**src/rtl/clock_step_ctrl_pkg.sv**
```systemverilog
// Shared processor clock-control types: FSM state encoding and default debounce depth.
// Pure declarations; no latency, no flow control.
package clock_step_ctrl_pkg;

  localparam int DEBOUNCE_CYCLES_DEF = 4;

  typedef enum logic [1:0] {
    RUN           = 2'd0,
    STEP_IDLE     = 2'd1,
    STEP_PULSE    = 2'd2,
    STEP_WAIT_REL = 2'd3
  } step_state_t;

  function automatic logic is_step_state(input step_state_t s);
    return s != RUN;
  endfunction

endpackage

```
**src/rtl/clock_step_ctrl_step_debounce.sv**
```systemverilog
// Button synchronizer and debouncer; level follows input after 2 + DEBOUNCE_CYCLES clean cycles.
// rise is a registered one-cycle pulse on each accepted 0->1 change; no backpressure.
module step_debounce #(
  parameter int DEBOUNCE_CYCLES = 4
) (
  input  logic clk,
  input  logic rst,
  input  logic raw,
  output logic level,
  output logic rise
);

  localparam int CW = (DEBOUNCE_CYCLES < 2) ? 1 : $clog2(DEBOUNCE_CYCLES + 1);
  localparam logic [CW-1:0] LAST = CW'(DEBOUNCE_CYCLES - 1);

  logic          raw_s1;
  logic          raw_s2;
  logic [CW-1:0] cnt;

  always_ff @(posedge clk) begin
    if (!rst) begin
      raw_s1 <= 1'b0;
      raw_s2 <= 1'b0;
      level  <= 1'b0;
      rise   <= 1'b0;
      cnt    <= '0;
    end else begin
      raw_s1 <= raw;
      raw_s2 <= raw_s1;
      rise   <= 1'b0;
      // Any cycle agreeing with the accepted level restarts the stability window.
      if (raw_s2 == level) begin
        cnt <= '0;
      end else if (cnt == LAST) begin
        level <= raw_s2;
        rise  <= raw_s2;
        cnt   <= '0;
      end else begin
        cnt <= cnt + 1'b1;
      end
    end
  end

endmodule

```
**src/rtl/clock_step_ctrl.sv**
```systemverilog
// Free-run / single-step clock enable for the processor; cpu_en registered, enable lands 1 cycle after FSM decision.
// One enabled cycle per debounced press in step mode; halt forces stall; no backpressure.
module clock_step_ctrl
  import clock_step_ctrl_pkg::*;
#(
  parameter int DEBOUNCE_CYCLES = DEBOUNCE_CYCLES_DEF,
  parameter int CNT_W           = 32
) (
  input  logic             clk,
  input  logic             rst,
  input  logic             clk_step,
  input  logic             clk_select,
  input  logic             halt,
  output logic             cpu_en,
  output logic             step_mode,
  output logic [CNT_W-1:0] cycle_count
);

  step_state_t state;
  step_state_t next_state;
  logic        sel_s1;
  logic        sel_s2;
  logic        armed;
  logic        step_level;
  logic        step_rise;
  logic        cpu_en_nxt;
  logic        step_mode_nxt;

  step_debounce #(
    .DEBOUNCE_CYCLES(DEBOUNCE_CYCLES)
  ) u_step_debounce (
    .clk  (clk),
    .rst  (rst),
    .raw  (clk_step),
    .level(step_level),
    .rise (step_rise)
  );

  // armed holds off enables until the second edge after reset release.
  always_ff @(posedge clk) begin
    if (!rst) begin
      state       <= RUN;
      sel_s1      <= 1'b0;
      sel_s2      <= 1'b0;
      armed       <= 1'b0;
      cpu_en      <= 1'b0;
      step_mode   <= 1'b0;
      cycle_count <= '0;
    end else begin
      state     <= next_state;
      sel_s1    <= clk_select;
      sel_s2    <= sel_s1;
      armed     <= 1'b1;
      cpu_en    <= cpu_en_nxt;
      step_mode <= step_mode_nxt;
      if (cpu_en_nxt && (cycle_count != {CNT_W{1'b1}})) begin
        cycle_count <= cycle_count + 1'b1;
      end
    end
  end

  always_comb begin
    next_state = state;
    case (state)
      RUN: begin
        if (sel_s2) next_state = STEP_IDLE;
      end
      STEP_IDLE: begin
        // Leaving step mode beats a coincident step request.
        if (!sel_s2)        next_state = RUN;
        else if (step_rise) next_state = STEP_PULSE;
      end
      STEP_PULSE: begin
        next_state = STEP_WAIT_REL;
      end
      STEP_WAIT_REL: begin
        if (!step_level) next_state = STEP_IDLE;
      end
      default: begin
        next_state = RUN;
      end
    endcase
  end

  // Outputs are decoded from next_state so the registered copies line up with state.
  always_comb begin
    cpu_en_nxt    = armed && !halt &&
                    ((next_state == RUN) || (next_state == STEP_PULSE));
    step_mode_nxt = is_step_state(next_state);
  end

endmodule

```
**config.mk**
```make
export PLATFORM = sky130hd
export DESIGN_NAME = clock_step_ctrl
export DESIGN_NICKNAME = d
export VERILOG_FILES = /design/src/rtl/clock_step_ctrl_pkg.sv /design/src/rtl/clock_step_ctrl_step_debounce.sv /design/src/rtl/clock_step_ctrl.sv
export SDC_FILE = /design/constraint.sdc
export NUM_CORES = 1
export LEC_CHECK = 0
export BUFFER_PORTS_ARGS = -buffer_cell sky130_fd_sc_hd__buf_4
export CAP_MARGIN = 20
export CORE_MARGIN = 5
export CORE_UTILIZATION = 40
export CTS_CLUSTER_SIZE = 30
export DETAILED_ROUTE_END_ITERATION = 7
export SYNTH_ARGS = -nofsm -noshare
export SYNTH_HDL_FRONTEND = slang
export SYNTH_SLANG_ARGS = --single-unit
```
**constraint.sdc**
```tcl
create_clock -name clk -period 2.65 [get_ports clk]
set_input_delay 0.6625 -clock clk [delete_from_list [all_inputs] [get_ports clk]]
set_output_delay 0.6625 -clock clk [all_outputs]
set_load 0.02 [all_outputs]
```
Word-level counts from Yosys, hierarchy flattened

Index checks and enable logic that the tools add are counted.

Bits in registers: 46
Output and inout port bits: 34
Logic and storage cells: 41
Input port bits: 5

Eq/ne operators: 7
Multiplexer cells: 6
Add/subtract/negate cells: 2
Bitwise logic cells: 3
Reduce and logical (&&, ||, !) cells: 11

Operators with widths:

| cell                    | count |
|---|---|
| $add A32 B1 Y32 const B | 1 |
| $ne A32 B32 Y1 const B  | 1 |
| $mux W2                 | 4 |
| $pmux W2 S4             | 1 |
| $eq A2 B2 Y1 const B    | 3 |
| $reduce_or A3 Y1        | 2 |
| $logic_not A2 Y1        | 2 |
| $add A3 B1 Y3 const B   | 1 |
| $eq A3 B2 Y1 const B    | 1 |
| $logic_and A1 B1 Y1     | 3 |
| $not A1 Y1              | 3 |
| $eq A2 B1 Y1 const B    | 1 |
| $reduce_and A2 Y1       | 1 |
| $reduce_bool A2 Y1      | 1 |
| $eq A1 B1 Y1            | 1 |
| $logic_not A1 Y1        | 1 |
| $logic_or A1 B1 Y1      | 1 |
| $mux W1                 | 1 |

Depth between registers and ports, before layout

Depth after elaboration: 7
Depth in mapped cells: 7
Mapped depth without buffers: 6

Cells and area by module

Synthesis repeated with hierarchy kept, for this count alone.

Cells, all modules: 233
Area, all modules: 2114.5 um2

By module, submodules not included:

| module          | times used | cells an instance | area each (um2) | sequential area each (um2) |
|---|---|---|---|---|
| clock_step_ctrl | 1          | 214               | 1866.8          | 780.7 |
| step_debounce   | 1          | 19                | 247.7           | 140.1 |

Worst setup path before layout

No wires, ideal clock.

Path kind: flip-flop to flip-flop
From: register cycle_count[0]
To: register cycle_count[11]
Library setup time: 115 ps
Path slack: 484 ps
Path buffers: 1
Clock period less this slack: 2166 ps
Data required time: 2535 ps
Arrival: 2051 ps
Cell stages (with the launch flop): 8
Cell sequence: dfxtp_1 ha_1 nand4_1 or4_4 nor3_4 buf_6 nor4_1 o21a_1

Cells in the longest elaborated chain, start to end: 2
Elaborated cells between the ends (all ways): 3
Classes of those cells: 1 x add/sub; 1 x eq/ne; 1 x reduce/logical

RTL lines:

| item                                                                    | line                  | source |
|---|---|---|
| start: declaration                                                      | clock_step_ctrl.sv:16 | `output logic [CNT_W-1:0] cycle_count` |
| start signal: assignment                                                | clock_step_ctrl.sv:57 | `cycle_count <= cycle_count + 1'b1;` |
| parallel branches: the longest is 2 deep, another holds $add A32 B1 Y32 | n/a                   |  |

Several ways; the timed one is not identified.
A chain may end at the register's enable or synchronous reset.

Worst setup path after layout

From: register cycle_count[1]
To: register cycle_count[31]

Same word-level chain as after synthesis.

==> metrics.txt <==
Pins Over Slew Limit=0; Seq cells post-synth=46; sequential share of the synthesized area=44.26%; cell taking the most area after synthesis=dfxtp_1; EDFF count, synth=0; crit path capture type=flop; Skew-Pair Late Insertion Delay=0.30 ns; slowest CP cell=or4_4; Die W=82.13 um; Top Ports=39; CTS tree=yes; slew at the pin closest to its max-slew limit=0.6330 ns; Routed Antenna Nets=0; Yosys top cell area share=44.26%; pre-CTS setup slack=0.2497 ns; RSZ-0062 raised after global routing=no; status=completed; total CTS buffers=5; total power draw=1.268 mW; Core Region=5075 um2; Die Y=82.13 um; worst setup margin=0.3764 ns; Worst path max stage delay=0.58 ns; largest net degree at the start of global routing=21; worst hold path depth=1; htree depth=2; global-route wire length before repair=7.783 mm; # DRC=0; synth top area cells=dfxtp_1, or3_1, a21oi_1; Post-Syn Instances=238; fmax=439.8 MHz; drt wl/cell=13.17 um; final hold slack=0.4367 ns; Seq. cell area=920.9 um2; cell area after synthesis=2081 um2; initial detailed-routing violation count=73; critical path type=flop to flop; Multi-input gate area=1061 um2; fin crit share=85.80%; R2R depth=6; drt first pass iters=4; Final Non-Filler Cells=351; Syn Nets=246; Max clock buf depth=2; total gr overflow=0; die area=6745 um2; routed via count=1878; CTS Hold Bufs=0; asr flop ratio synth=0%; worst reg2reg endpoint=cycle_count[31]; Layout fillers=525; Max Cap Viol=0; Via density=5.350; CTS clk-pin slew, worst paths=0.09 ns; hold path start=u_step_debounce.raw_s1; Critical Path Start Type=flop; Setup TNS=0 ns; most frequent cell after synthesis=dfxtp_1; Total Wirelength=4.623 mm; fin nets=288; Port Buf Inserts=38; Distinct cells, synth=43; Clock Sink Count=46; antenna cells=0; final setup vio count=0; R2R setup slack=0.38 ns; initial core utilization=41.00%; root buffer cell=clkbuf_8; worst rel slew slack=57.71%; PostCTS Resize Cnt=0; syn avg cell area=8.743 um2; fraction of layout cells with a size suffix above 1=22.42%; Final min period=2.274 ns; WP data required=2.84 ns; Peak VDD IR=0.2964 mV; worst r2r src=cycle_count[1]; placed insts=343; clock skew=0.008984 ns; predominant post-synthesis flop cell=dfxtp_1; Final Util=50.35%; GRT Overall Usage=14.74%; Synth warnings=0; Hold Path End=u_step_debounce.raw_s2; Worst Hold Class=flop to flop; initial antenna violation count=0; leakage power=0.9042 nW; # rows=26; P&R area growth vs syn=22.79%; Critical Path AT=2.46 ns; GPL Wtd Cong=0.8465; DP Area=2445 um2; Final Cell Area=2555 um2; vias in the first global route=1696; Hold Fails Final Rpt=0; Post-synth top cells=dfxtp_1, a21oi_1, or3_1; worst-path cell chain=ha_1 -> nand4_1 -> or4_4 -> o2111ai_2 -> or4_1 -> a21oi_1; HPWL Detailed=3.353 mm; power per standard cell area=496.2 nW/um2; post-CTS setup buffer count=0; critical path peak fanout=14
## critical path: cells and delay by family, from the launching register on
| family | cells | cell delay, ns |
|---|---|---|
| flops | 1 | 0.40 |
| simple gates | 3 | 1.02 |
| compound gates | 2 | 0.54 |
| fa+ha+maj | 1 | 0.21 |
## where the power goes
part | leakage (nW) | internal, mW | switching (mW)
Sequential | 0.372 | 0.698 | 0.00330
Clock | 0.0514 | 0.281 | 0.237
Combinational | 0.481 | 0.0199 | 0.0288
Total | 0.904 | 0.999 | 0.269
## worst max path at each step
| stage | startpoint | depth (start not counted) | endpoint | slack, ns |
|---|---|---|---|---|
| 2_1_floorplan | cycle_count[0] | 7 | cycle_count[11] | 0.48 |
| 3_3_place_gp | halt | 6 | cycle_count[29] | 0.26 |
| 3_5_place_dp | halt | 6 | cycle_count[31] | 0.25 |
| 4_1_cts | cycle_count[1] | 6 | cycle_count[31] | 0.39 |
| 5_1_grt | cycle_count[1] | 6 | cycle_count[17] | 0.13 |
| 6_report | cycle_count[1] | 6 | cycle_count[31] | 0.38 |
## kinds of logic (layout without fill, tap and decap cells)
kind of cell	Yosys count	after routing	synth area share, %
AND/OR/NAND/NOR	105	105	29.28
adder cells (fa/ha/maj)	3	3	1.804
buffers and inverters	20	63	4.750
multiplexers	6	6	2.886
flip-flops	46	46	44.26
AO/OA/AOI/OAI	55	55	15.76
XOR/XNOR	3	3	1.263
## cell type report
class                      count  share of cell area, %
clock inverter                 2                  1.469
tap                           70                  3.428
clock buffer                   6                  2.840
inverter                      10                  1.469
multi-input combinational    172                  41.53
sequential                    46                  36.04
timing repair buffer          45                  13.22
## placed cells by master (no fill, tap or decap), types with 2 or more instances in the layout
master / Yosys / layout
ha_1: 3 / 3
dfxtp_1: 46 / 46
mux2i_1: 6 / 6
and2_1: 4 / 4
inv_1: 10 / 10
nand2b_1: 3 / 3
or3_1: 20 / 20
buf_4: 4 / 45
a21oi_1: 23 / 23
xnor2_1: 2 / 2
o31ai_1: 5 / 5
or2_2: 3 / 3
nor2_1: 13 / 13
nor4_1: 4 / 4
nor3_1: 4 / 4
or4_1: 5 / 5
nand4_1: 9 / 9
nand2_1: 19 / 19
nand3_1: 11 / 11
o2111ai_2: 2 / 2
o21ai_1: 17 / 17
clkbuf_8: 0 / 5
## flip-flops by register name, indices dropped and copies added, names as in the netlist
register                count
u_step_debounce.raw_s2      1
sel_s2                      1
u_step_debounce.level       1
sel_s1                      1
u_step_debounce.rise        1
state                       2
step_mode                   1
cycle_count                32
armed                       1
u_step_debounce.raw_s1      1
cpu_en                      1
u_step_debounce.cnt         3
## layer usage
layer  GRT usage (%)  wire length (um)  vias up
met2           25.93              2249       34
met4           4.485                58        0
li1                -                 -      956
met5               0                 0        -
met1           17.73              2090      881
met3           3.471               225        7
Power figures use the tool's default switching activity.
